===== src/rtl/lsu_pkg.sv =====
// Shared types and constants for the load/store controller.
package lsu_pkg;

   localparam int unsigned XLEN = 32;

   typedef enum logic [2:0] {IDLE, ACC, WAIT, RESP, ERR} state_e;

   localparam logic [2:0] F3_B  = 3'd0;
   localparam logic [2:0] F3_H  = 3'd1;
   localparam logic [2:0] F3_W  = 3'd2;
   localparam logic [2:0] F3_BU = 3'd4;
   localparam logic [2:0] F3_HU = 3'd5;

   typedef enum logic [1:0] {
      FC_NONE    = 2'b00,
      FC_MIS_LD  = 2'b01,
      FC_MIS_ST  = 2'b10,
      FC_ILLEGAL = 2'b11
   } fault_cause_e;

   // Access size is funct3[1:0]: 00 byte, 01 half, 10 word.
   function automatic logic is_misaligned(input logic [1:0] size, input logic [1:0] ea_lo);
      logic mis;
      case (size)
         2'b01:   mis = ea_lo[0];
         2'b10:   mis = (ea_lo != 2'b00);
         default: mis = 1'b0;
      endcase
      return mis;
   endfunction

endpackage


===== src/rtl/u_lsu_align.sv =====
// Byte-lane mask, store-data replication and load extract/extend for the LSU.
module u_lsu_align
   import lsu_pkg::*;
(
   input  logic [2:0]      funct3_i,
   input  logic [1:0]      ea_lo_i,
   input  logic [XLEN-1:0] st_data_i,
   input  logic [XLEN-1:0] rd_data_i,
   output logic [3:0]      mask_o,
   output logic [XLEN-1:0] wdata_o,
   output logic [XLEN-1:0] ldata_o
);

   logic [XLEN-1:0] shifted;

   always_comb begin
      mask_o  = 4'b1111;
      wdata_o = st_data_i;
      ldata_o = '0;
      // Bring the addressed lane down to bit 0 before extending.
      shifted = rd_data_i >> {ea_lo_i, 3'b000};

      case (funct3_i[1:0])
         2'b00: begin
            mask_o  = 4'b0001 << ea_lo_i;
            wdata_o = {4{st_data_i[7:0]}};
         end
         2'b01: begin
            mask_o  = ea_lo_i[1] ? 4'b1100 : 4'b0011;
            wdata_o = {2{st_data_i[15:0]}};
         end
         default: mask_o = 4'b1111;
      endcase

      case (funct3_i)
         F3_B:    ldata_o = {{24{shifted[7]}}, shifted[7:0]};
         F3_H:    ldata_o = {{16{shifted[15]}}, shifted[15:0]};
         F3_W:    ldata_o = shifted;
         F3_BU:   ldata_o = {24'd0, shifted[7:0]};
         F3_HU:   ldata_o = {16'd0, shifted[15:0]};
         default: ldata_o = '0;
      endcase
   end

endmodule


===== src/rtl/u_lsu_ctl.sv =====
// Multi-cycle load/store controller driving the data SRAM port.
// Optional LSU_PERF_CNT_EN adds saturating load/store/fault counters.
module u_lsu_ctl
   import lsu_pkg::*;
#(
   parameter int unsigned ADDR_W = 16,
   parameter int unsigned RD_LAT = 1
)(
   input  logic              clk,
   input  logic              rst,
   input  logic              req_valid,
   output logic              req_ready,
   input  logic              req_ld,
   input  logic              req_st,
   input  logic [2:0]        funct3,
   input  logic [XLEN-1:0]   base,
   input  logic [XLEN-1:0]   imm,
   input  logic [XLEN-1:0]   st_data,
   input  logic [4:0]        rd_a,
   output logic [ADDR_W-1:0] dat_a,
   output logic [3:0]        dat_we,
   output logic [XLEN-1:0]   dat_wd,
   output logic [3:0]        dat_re,
   input  logic [XLEN-1:0]   dat_rd,
   output logic              wb_e,
   output logic [4:0]        wb_a,
   output logic [XLEN-1:0]   wb_d,
   output logic              done,
   output logic              fault,
   output logic [1:0]        fault_cause,
   output logic [XLEN-1:0]   badaddr
`ifdef LSU_PERF_CNT_EN
   ,
   output logic [XLEN-1:0]   ld_cnt,
   output logic [XLEN-1:0]   st_cnt,
   output logic [XLEN-1:0]   flt_cnt
`endif
);

   localparam int unsigned LAT_W = 2;

   state_e          state_q;
   logic [XLEN-1:0] ea_q;
   logic [2:0]      f3_q;
   logic [XLEN-1:0] st_data_q;
   logic [4:0]      rd_q;
   logic            ld_q;
   fault_cause_e    cause_q;
   logic [LAT_W-1:0] wcnt_q;
   logic [4:0]      wb_a_q;
   logic [XLEN-1:0] wb_d_q;

   logic [XLEN-1:0] ea_d;
   logic            illegal_d;
   logic            misal_d;
   logic [3:0]      mask;
   logic [XLEN-1:0] wdata;
   logic [XLEN-1:0] ldata;

   assign ea_d      = base + imm;
   assign illegal_d = (req_ld == req_st)
                    || (req_ld && ((funct3 == 3'd3) || (funct3[2:1] == 2'b11)))
                    || (req_st && (funct3 >= 3'd3));
   assign misal_d   = is_misaligned(funct3[1:0], ea_d[1:0]);

   u_lsu_align u_align (
      .funct3_i  (f3_q),
      .ea_lo_i   (ea_q[1:0]),
      .st_data_i (st_data_q),
      .rd_data_i (dat_rd),
      .mask_o    (mask),
      .wdata_o   (wdata),
      .ldata_o   (ldata)
   );

   // Sequencer: request capture, read-latency wait and writeback history.
   always_ff @(posedge clk) begin
      if (rst) begin
         state_q   <= IDLE;
         ea_q      <= '0;
         f3_q      <= '0;
         st_data_q <= '0;
         rd_q      <= '0;
         ld_q      <= 1'b0;
         cause_q   <= FC_NONE;
         wcnt_q    <= '0;
         wb_a_q    <= '0;
         wb_d_q    <= '0;
      end else begin
         case (state_q)
            IDLE: begin
               if (req_valid) begin
                  ea_q      <= ea_d;
                  f3_q      <= funct3;
                  st_data_q <= st_data;
                  rd_q      <= rd_a;
                  ld_q      <= req_ld;
                  if (illegal_d) begin
                     state_q <= ERR;
                     cause_q <= FC_ILLEGAL;
                  end else if (misal_d) begin
                     state_q <= ERR;
                     cause_q <= req_ld ? FC_MIS_LD : FC_MIS_ST;
                  end else begin
                     state_q <= ACC;
                  end
               end
            end
            ACC: begin
               if (!ld_q) begin
                  state_q <= IDLE;
               end else if (RD_LAT <= 1) begin
                  state_q <= RESP;
               end else begin
                  state_q <= WAIT;
                  wcnt_q  <= LAT_W'(1);
               end
            end
            WAIT: begin
               if (wcnt_q >= LAT_W'(RD_LAT - 1)) begin
                  state_q <= RESP;
               end else begin
                  wcnt_q <= wcnt_q + LAT_W'(1);
               end
            end
            RESP: begin
               wb_a_q  <= rd_q;
               wb_d_q  <= ldata;
               state_q <= IDLE;
            end
            ERR: begin
               cause_q <= FC_NONE;
               state_q <= IDLE;
            end
            default: state_q <= IDLE;
         endcase
      end
   end

   // Port outputs are decoded from the state register; load data passes
   // straight from the SRAM in RESP and is held afterwards.
   assign req_ready   = (state_q == IDLE);
   assign dat_a       = (state_q == ACC) ? ea_q[ADDR_W+1:2] : '0;
   assign dat_we      = (state_q == ACC && !ld_q) ? mask : 4'b0000;
   assign dat_wd      = (state_q == ACC && !ld_q) ? wdata : '0;
   assign dat_re      = (state_q == ACC && ld_q) ? mask : 4'b0000;
   assign wb_e        = (state_q == RESP) && (rd_q != 5'd0);
   assign wb_a        = (state_q == RESP) ? rd_q : wb_a_q;
   assign wb_d        = (state_q == RESP) ? ldata : wb_d_q;
   assign done        = (state_q == RESP) || (state_q == ERR) || (state_q == ACC && !ld_q);
   assign fault       = (state_q == ERR);
   assign fault_cause = (state_q == ERR) ? cause_q : FC_NONE;
   assign badaddr     = (state_q == ERR) ? ea_q : '0;

`ifdef LSU_PERF_CNT_EN
   logic [XLEN-1:0] ld_cnt_q, st_cnt_q, flt_cnt_q;

   always_ff @(posedge clk) begin
      if (rst) begin
         ld_cnt_q  <= '0;
         st_cnt_q  <= '0;
         flt_cnt_q <= '0;
      end else begin
         if (state_q == RESP && ld_cnt_q != '1)
            ld_cnt_q <= ld_cnt_q + XLEN'(1);
         if (state_q == ACC && !ld_q && st_cnt_q != '1)
            st_cnt_q <= st_cnt_q + XLEN'(1);
         if (state_q == ERR && flt_cnt_q != '1)
            flt_cnt_q <= flt_cnt_q + XLEN'(1);
      end
   end

   assign ld_cnt  = ld_cnt_q;
   assign st_cnt  = st_cnt_q;
   assign flt_cnt = flt_cnt_q;
`endif

endmodule


===== config.mk =====
export PLATFORM = sky130hd
export DESIGN_NAME = u_lsu_ctl
export DESIGN_NICKNAME = d
export VERILOG_FILES = /design/src/rtl/lsu_pkg.sv /design/src/rtl/u_lsu_align.sv /design/src/rtl/u_lsu_ctl.sv
export SDC_FILE = /design/constraint.sdc
export NUM_CORES = 1
export LEC_CHECK = 0
export ABC_AREA = 0
export CORE_ASPECT_RATIO = 1.4
export CORE_UTILIZATION = 46
export DETAILED_ROUTE_END_ITERATION = 8
export GPL_TIMING_DRIVEN = 0
export PLACE_DENSITY = 0.92
export SYNTH_ARGS = -nofsm -noshare
export SYNTH_HDL_FRONTEND = slang
export SYNTH_SLANG_ARGS = --single-unit

===== constraint.sdc =====
create_clock -name clk -period 3.4 [get_ports clk]
set_clock_uncertainty 0.05 [all_clocks]
set_input_delay 0.51 -clock clk [delete_from_list [all_inputs] [get_ports clk]]
set_output_delay 0.51 -clock clk [all_outputs]
set_load 0.05 [all_outputs]

Word-level counts from Yosys, hierarchy flattened
Cells that the tools add are included.

word-level totals
  latch bits = 0
  bits of input ports = 141
  memory bits (read-only) = 0
  output and inout bits = 131
  word-level logic and storage cells = 79
  flip-flop bits (word level) = 117
  RAM bits = 0
  memories kept = 0

cells by class
  bitwise operators = 1
  div/mod/pow operators = 0
  add/subtract/negate cells = 2
  magnitude comparators = 2
  eq/ne operators = 17
  multiplexer cells = 24
  multipliers = 0
  shift operators = 2
  reduce and logical (&&, ||, !) cells = 21

operators by type and width
  operator                                              count
  case mux 32 bit (5 select lines)                      1
  2-to-1 mux 32 bit                                     3
  case mux 32 bit (2 select lines)                      1
  adder 32 bit                                          1
  right shift 32 x 5 -> 32 bit                          1
  2-to-1 mux 16 bit                                     1
  equality test 3 x 2 -> 1 bit (second input constant)  4
  2-to-1 mux 2 bit                                      6
  2-to-1 mux 3 bit                                      4
  2-to-1 mux 4 bit                                      3
  equality test 3 bit (second input constant)           3
  case mux 3 bit (3 select lines)                       1
  case mux 4 bit (2 select lines)                       1
  equality test 3 x 1 -> 1 bit (second input constant)  2
  zero test 3 bit                                       2
  AND reduction 2 bit                                   3
  logical AND 1 bit                                     5
  logical OR 1 bit                                      5
  2-to-1 mux 5 bit                                      1
  nonzero test 5 bit                                    1
  equality test 2 x 1 -> 1 bit (second input constant)  2
  equality test 2 bit (second input constant)           2
  != test 2 bit (second input constant)                 2
  case mux 2 bit (2 select lines)                       1
  12 further kinds                                      13

Logic depth before layout (Yosys ltp)
  depth in word-level cells = 8
  mapped depth = 9

Cells and area by module
From an unflattened synthesis, not the netlist that was laid out.

unflattened totals
  cell total of the unflattened synthesis = 1017
  area, all modules = 8157.8 um^2

modules (own cells, without submodules)
  module       area each (um^2)  times used  cells each
  u_lsu_ctl    6872.8            1           846
  u_lsu_align  1285.0            1           171

Worst setup path before layout
Ideal clock, no wire load.

  kind = input-to-output
  from = in dat_rd[31]
  to = out wb_d[16]
  setup slack = 0.229 ns
  arrival = 2.611 ns
  stages = 6
  path through = mux2i_1 mux2_2 or2_4 a211oi_4 a21oi_1 o21ai_0

on the way
  word-level cells in the longest chain between the ends = 3

RTL lines
  element                           RTL line           text
  from (decl)                       u_lsu_ctl.sv:24    input logic [XLEN-1:0] dat_rd,
  right shift 32 x 5 -> 32 bit      u_lsu_align.sv:21  shifted = rd_data_i >> {ea_lo_i, 3'b000};
  case mux 32 bit (5 select lines)  u_lsu_align.sv:35  case (funct3_i)
  2-to-1 mux 32 bit                 --
  to (decl)                         u_lsu_ctl.sv:27    output logic [XLEN-1:0] wb_d,

Every way passes these cells.

Final worst setup path
  from = in dat_rd[31]
  to = out wb_d[17]

The elaborated chain is that of the path after synthesis.

==> results summary <==
The minimum period implied by the final worst setup slack is 3.34 ns. The most used flip-flop cell after synthesis is sky130_fd_sc_hd__dfxtp_1. The signal on the critical path passes through clkdlybuf4s50_1, mux2i_1, mux2_2, or2_4, a211oi_4, buf_4, a21oi_1, o21ai_0, clkdlybuf4s15_2. The H-tree was split into 4 levels. In the global route stage, overall resource usage came out at 0.320. The tool flagged a number of max-cap violations equal to 0. The core area is around 16000 µm². Detailed routing inserted a total of about 9000 vias.

The leakage power is ~5.0 nW. The hold-critical path depth is 2. The net count of the mapped netlist is 1194.

The routability congestion estimate from global placement is around 0.96. In this run the number of cells on the critical path is 9. The count of input and output buffers is approximately 270.

The share of layout cells above drive strength 1 came out at 0.0825. The clock tree buffer depth is 2. The die extent in x came out at 111 µm. The flow ran to the end, and the final reports show no timing, DRC or antenna violations.

By area the synthesized netlist is led by sky130_fd_sc_hd__dfxtp_1 (30%), sky130_fd_sc_hd__a21oi_1 (9.3%), sky130_fd_sc_hd__nand2_1 (8.8%). Broken down by cell family, the worst path's largest delay share belongs to buffers and inverters. The worst min-delay path category is reg2reg. In this run the count of I/O pins placed on the die edge is approximately 270. The standard cell area after detailed placement came out at 10500 µm². The iteration-0 DRC count of the detailed router came out at 693. Relative to the synthesized area, the layout overhead comes to 45.9%.

The starting density of the core came out at 0.469. The final count of negative-setup-slack endpoints is 0. The final number of hold-violating endpoints came to 0.

The synthesized area divided by synthesized cell count is about 7.4 µm². The first global-routing pass estimated about 43000 µm of wire. The number of global-route vias before repair is around 8400. The post-route setup TNS is 0 ns. Counting cells, the worst reg-to-reg path comes to 5.

The average wire per cell in the routed design came out at about 18 µm. The net count of the finished layout is about 1500. The vertical die dimension came out at ~150 µm. The number of hold buffers added after CTS came out at 0. The floorplan has 55 rows. The number of diodes added for antenna fixing came out at 0. The number of vias per cell is between 5 and 6. The global route total overflow is 0. The peak ir drop on the vdd network is approximately 0.33 mV. Of the available clock period, the critical path in the final layout requires 0.982.

Power spread over the standard cell area amounts to a little under 400 nW/µm². After detailed placement, the design holds a cell count of 1488. The area share of the largest cell type after synthesis is 0.304. STA puts the critical path data arrival time at between 2 and 3 ns. The area of the mapped netlist came out at ~7600 µm².

The element type at the critical path end is an output pin. For this design, the sink count on the clock tree is 115. The post-synthesis cell type count is 61.

The remaining number of nets flagged by the antenna check after routing came out at 0. The initial antenna violation count came out at 0. Before CTS, the worst setup slack after placement is -0.574 ns. The delay of the slowest critical-path stage is around 0.52 ns. The total power came out at 0.00432 W. The count of final max-slew check failures came out at 0.

The post-detailed-route DRC marker count came out at 0. The area of all placed cells without fillers is roughly 11000 µm². The detailed-router iteration count before antenna repair came out at 8.

For this run, the number of Yosys warnings is 0. The required time of the worst setup path came out at approximately 2.8 ns. For this run, the top clock speed supported by timing is around 300 MHz. The buffer and inverter count on the worst path came out at 3.

TritonCTS created 17 clock buffers. At the pin with the least slew margin, the transition time is about 0.8 ns. The slowest stage of the critical path belongs to the cell sky130_fd_sc_hd__clkdlybuf4s50_1.

After layout, the worst setup slack is between 0.06 and 0.07 ns. The die outline area came out at ~17000 µm². The final wirelength came out at around 28000 µm. Headroom to the max-slew limit came out at 0.469. The largest fanout on the critical path is 7. The clock transition time at the flip-flop clock pins of the worst setup and hold paths came out at ~0.060 ns.

The largest net degree at the start of global routing is 17. Synthesis handed over a netlist of between 1000 and 1500 instances. The sum of net half-perimeters after detailed placement came out at about 22000 µm.

Of all cell types, the one taking the most synthesized area is sky130_fd_sc_hd__dfxtp_1. After synthesis, the share of flip-flops with an asynchronous set or reset is 0. The post-layout instance count excluding filler cells is approximately 1500. The worst setup path is launched from a primary input. The number of storage elements in the synthesis netlist came out at 115. The cell at the root of the clock tree is sky130_fd_sc_hd__clkbuf_16.

The number of flops mapped to enable cells by yosys came out at 0. TritonCTS built the clock tree. The latest clock arrival within the worst-skew pair is just over 0.4 ns. The worst setup path is of the in2out kind. The sequential element share of the synthesized area came out at 0.304.
metal layers:
metal	track usage	routed length, µm
met5	0	0
met4	0.198	1700
met3	0.0528	2000
met2	0.582	14000
met1	0.342	10200
sequential cells by signal, summed over array words and instances, names as in the netlist:
name and flops:
ea_q 32, st_data_q 32, wb_d_q 32, rd_q 5
wb_a_q 5, f3_q 3, state_q 3, cause_q 2
ld_q 1
report_power, final:
part	switching, W	total, W	internal, W
clock network	0.000714	0.00166	0.000949
logic	0.000661	0.00116	0.000496
registers	0.0000664	0.00150	0.00143
total	0.00144	0.00432	0.00287
path summary, 6_finish.rpt:
check / from / endpoint / slack [ns]
max: dat_rd[31] / wb_d[17] / 0.06
min: ea_q[21]$_SDFFE_PP0P_ / ea_q[21]$_SDFFE_PP0P_ / 0.41
max reg2reg: state_q[1]$_SDFFE_PP0P_ / ea_q[25]$_SDFFE_PP0P_ / 0.97
min reg2reg: ea_q[21]$_SDFFE_PP0P_ / ea_q[21]$_SDFFE_PP0P_ / 0.41
cell usage in the layout, fill, tap and decap left out, types with 18 or more instances in the layout:
master	synthesis	layout
sky130_fd_sc_hd__a21o_1	19	19
sky130_fd_sc_hd__and3_1	42	42
sky130_fd_sc_hd__dfxtp_1	115	115
sky130_fd_sc_hd__nand2_1	177	177
sky130_fd_sc_hd__clkdlybuf4s50_1	0	204
sky130_fd_sc_hd__nor2_1	76	74
sky130_fd_sc_hd__clkbuf_1	61	55
sky130_fd_sc_hd__buf_2	4	18
sky130_fd_sc_hd__o21ai_0	50	49
sky130_fd_sc_hd__a21oi_1	141	141
sky130_fd_sc_hd__nor2b_1	32	31
sky130_fd_sc_hd__mux2i_1	35	35
sky130_fd_sc_hd__a22o_1	21	21
sky130_fd_sc_hd__dlymetal6s2s_1	0	25
sky130_fd_sc_hd__and2_1	27	27
sky130_fd_sc_hd__ha_1	34	34
Yosys cell counts, types with 5 or more instances:
cell type / instances
sky130_fd_sc_hd__a21o_1: 19
sky130_fd_sc_hd__and3_1: 42
sky130_fd_sc_hd__nor2_1: 76
sky130_fd_sc_hd__dfxtp_1: 115
sky130_fd_sc_hd__a21oi_1: 141
sky130_fd_sc_hd__mux2i_1: 35
sky130_fd_sc_hd__a211oi_1: 5
sky130_fd_sc_hd__xor2_1: 7
sky130_fd_sc_hd__mux2_2: 14
sky130_fd_sc_hd__nand2_1: 177
sky130_fd_sc_hd__nor3_1: 9
sky130_fd_sc_hd__nand2b_1: 5
sky130_fd_sc_hd__buf_1: 6
sky130_fd_sc_hd__a31oi_1: 6
sky130_fd_sc_hd__or3_1: 6
sky130_fd_sc_hd__xnor2_1: 16
sky130_fd_sc_hd__o21ai_2: 10
sky130_fd_sc_hd__nand3_1: 10
sky130_fd_sc_hd__a22o_1: 21
sky130_fd_sc_hd__nor2b_1: 32
sky130_fd_sc_hd__o21ai_0: 50
sky130_fd_sc_hd__and2_1: 27
sky130_fd_sc_hd__inv_1: 16
sky130_fd_sc_hd__and2b_1: 11
sky130_fd_sc_hd__clkbuf_1: 61
sky130_fd_sc_hd__o21bai_1: 5
sky130_fd_sc_hd__ha_1: 34
sky130_fd_sc_hd__nand4_1: 8
sky130_fd_sc_hd__o211ai_1: 6
cell families after synthesis:
group,Yosys count,share of synthesized area
AND/OR/NAND/NOR,413,0.258
buffers and inverters,90,0.0474
multiplexers,49,0.0670
AO/OA/AOI/OAI,293,0.239
XOR/XNOR,23,0.0266
flip-flops,115,0.304
adder cells (fa/ha/maj),35,0.0587
worst reg2reg max path: cells and delay by family (launching register included):
kind / cells / cell delay [ns]
simple gates: 3 / 1.28
buf+inv: 1 / 0.44
flops: 1 / 0.38
compound gates: 1 / 0.22
through the flow:
| step | utilization | hold slack [ns] |
|---|---|---|
| 2_1_floorplan | - | 0.367 |
| 3_3_place_gp | 0.652 | 0.386 |
| 3_5_place_dp | 0.652 | 0.399 |
| 4_1_cts | 0.681 | 0.408 |
| 5_1_grt | 0.684 | 0.423 |
| 6_report | 0.684 | 0.407 |
timing repair:
| item | CTS | global route |
|---|---|---|
| pin swaps | 0 | 1 |
| endpoints found under the hold margin | 0 | 0 |
| cloned | 0 | 0 |
| gates resized for setup | 119 | 50 |
| endpoints found under the setup margin | 90 | 76 |
| buffers inserted | 0 | 1 |
cell type report:
class	instances	area (µm²)
Clock buffer	17	425
Tap cell	199	249
Inverter	16	60.1
Fill cell	1293	5110
Clock inverter	15	124
Sequential cell	115	2300
Multi-Input combinational cell	813	4940
Timing Repair Buffer	272	2650
Buffer	74	308
Power figures use the tool's default switching activity.
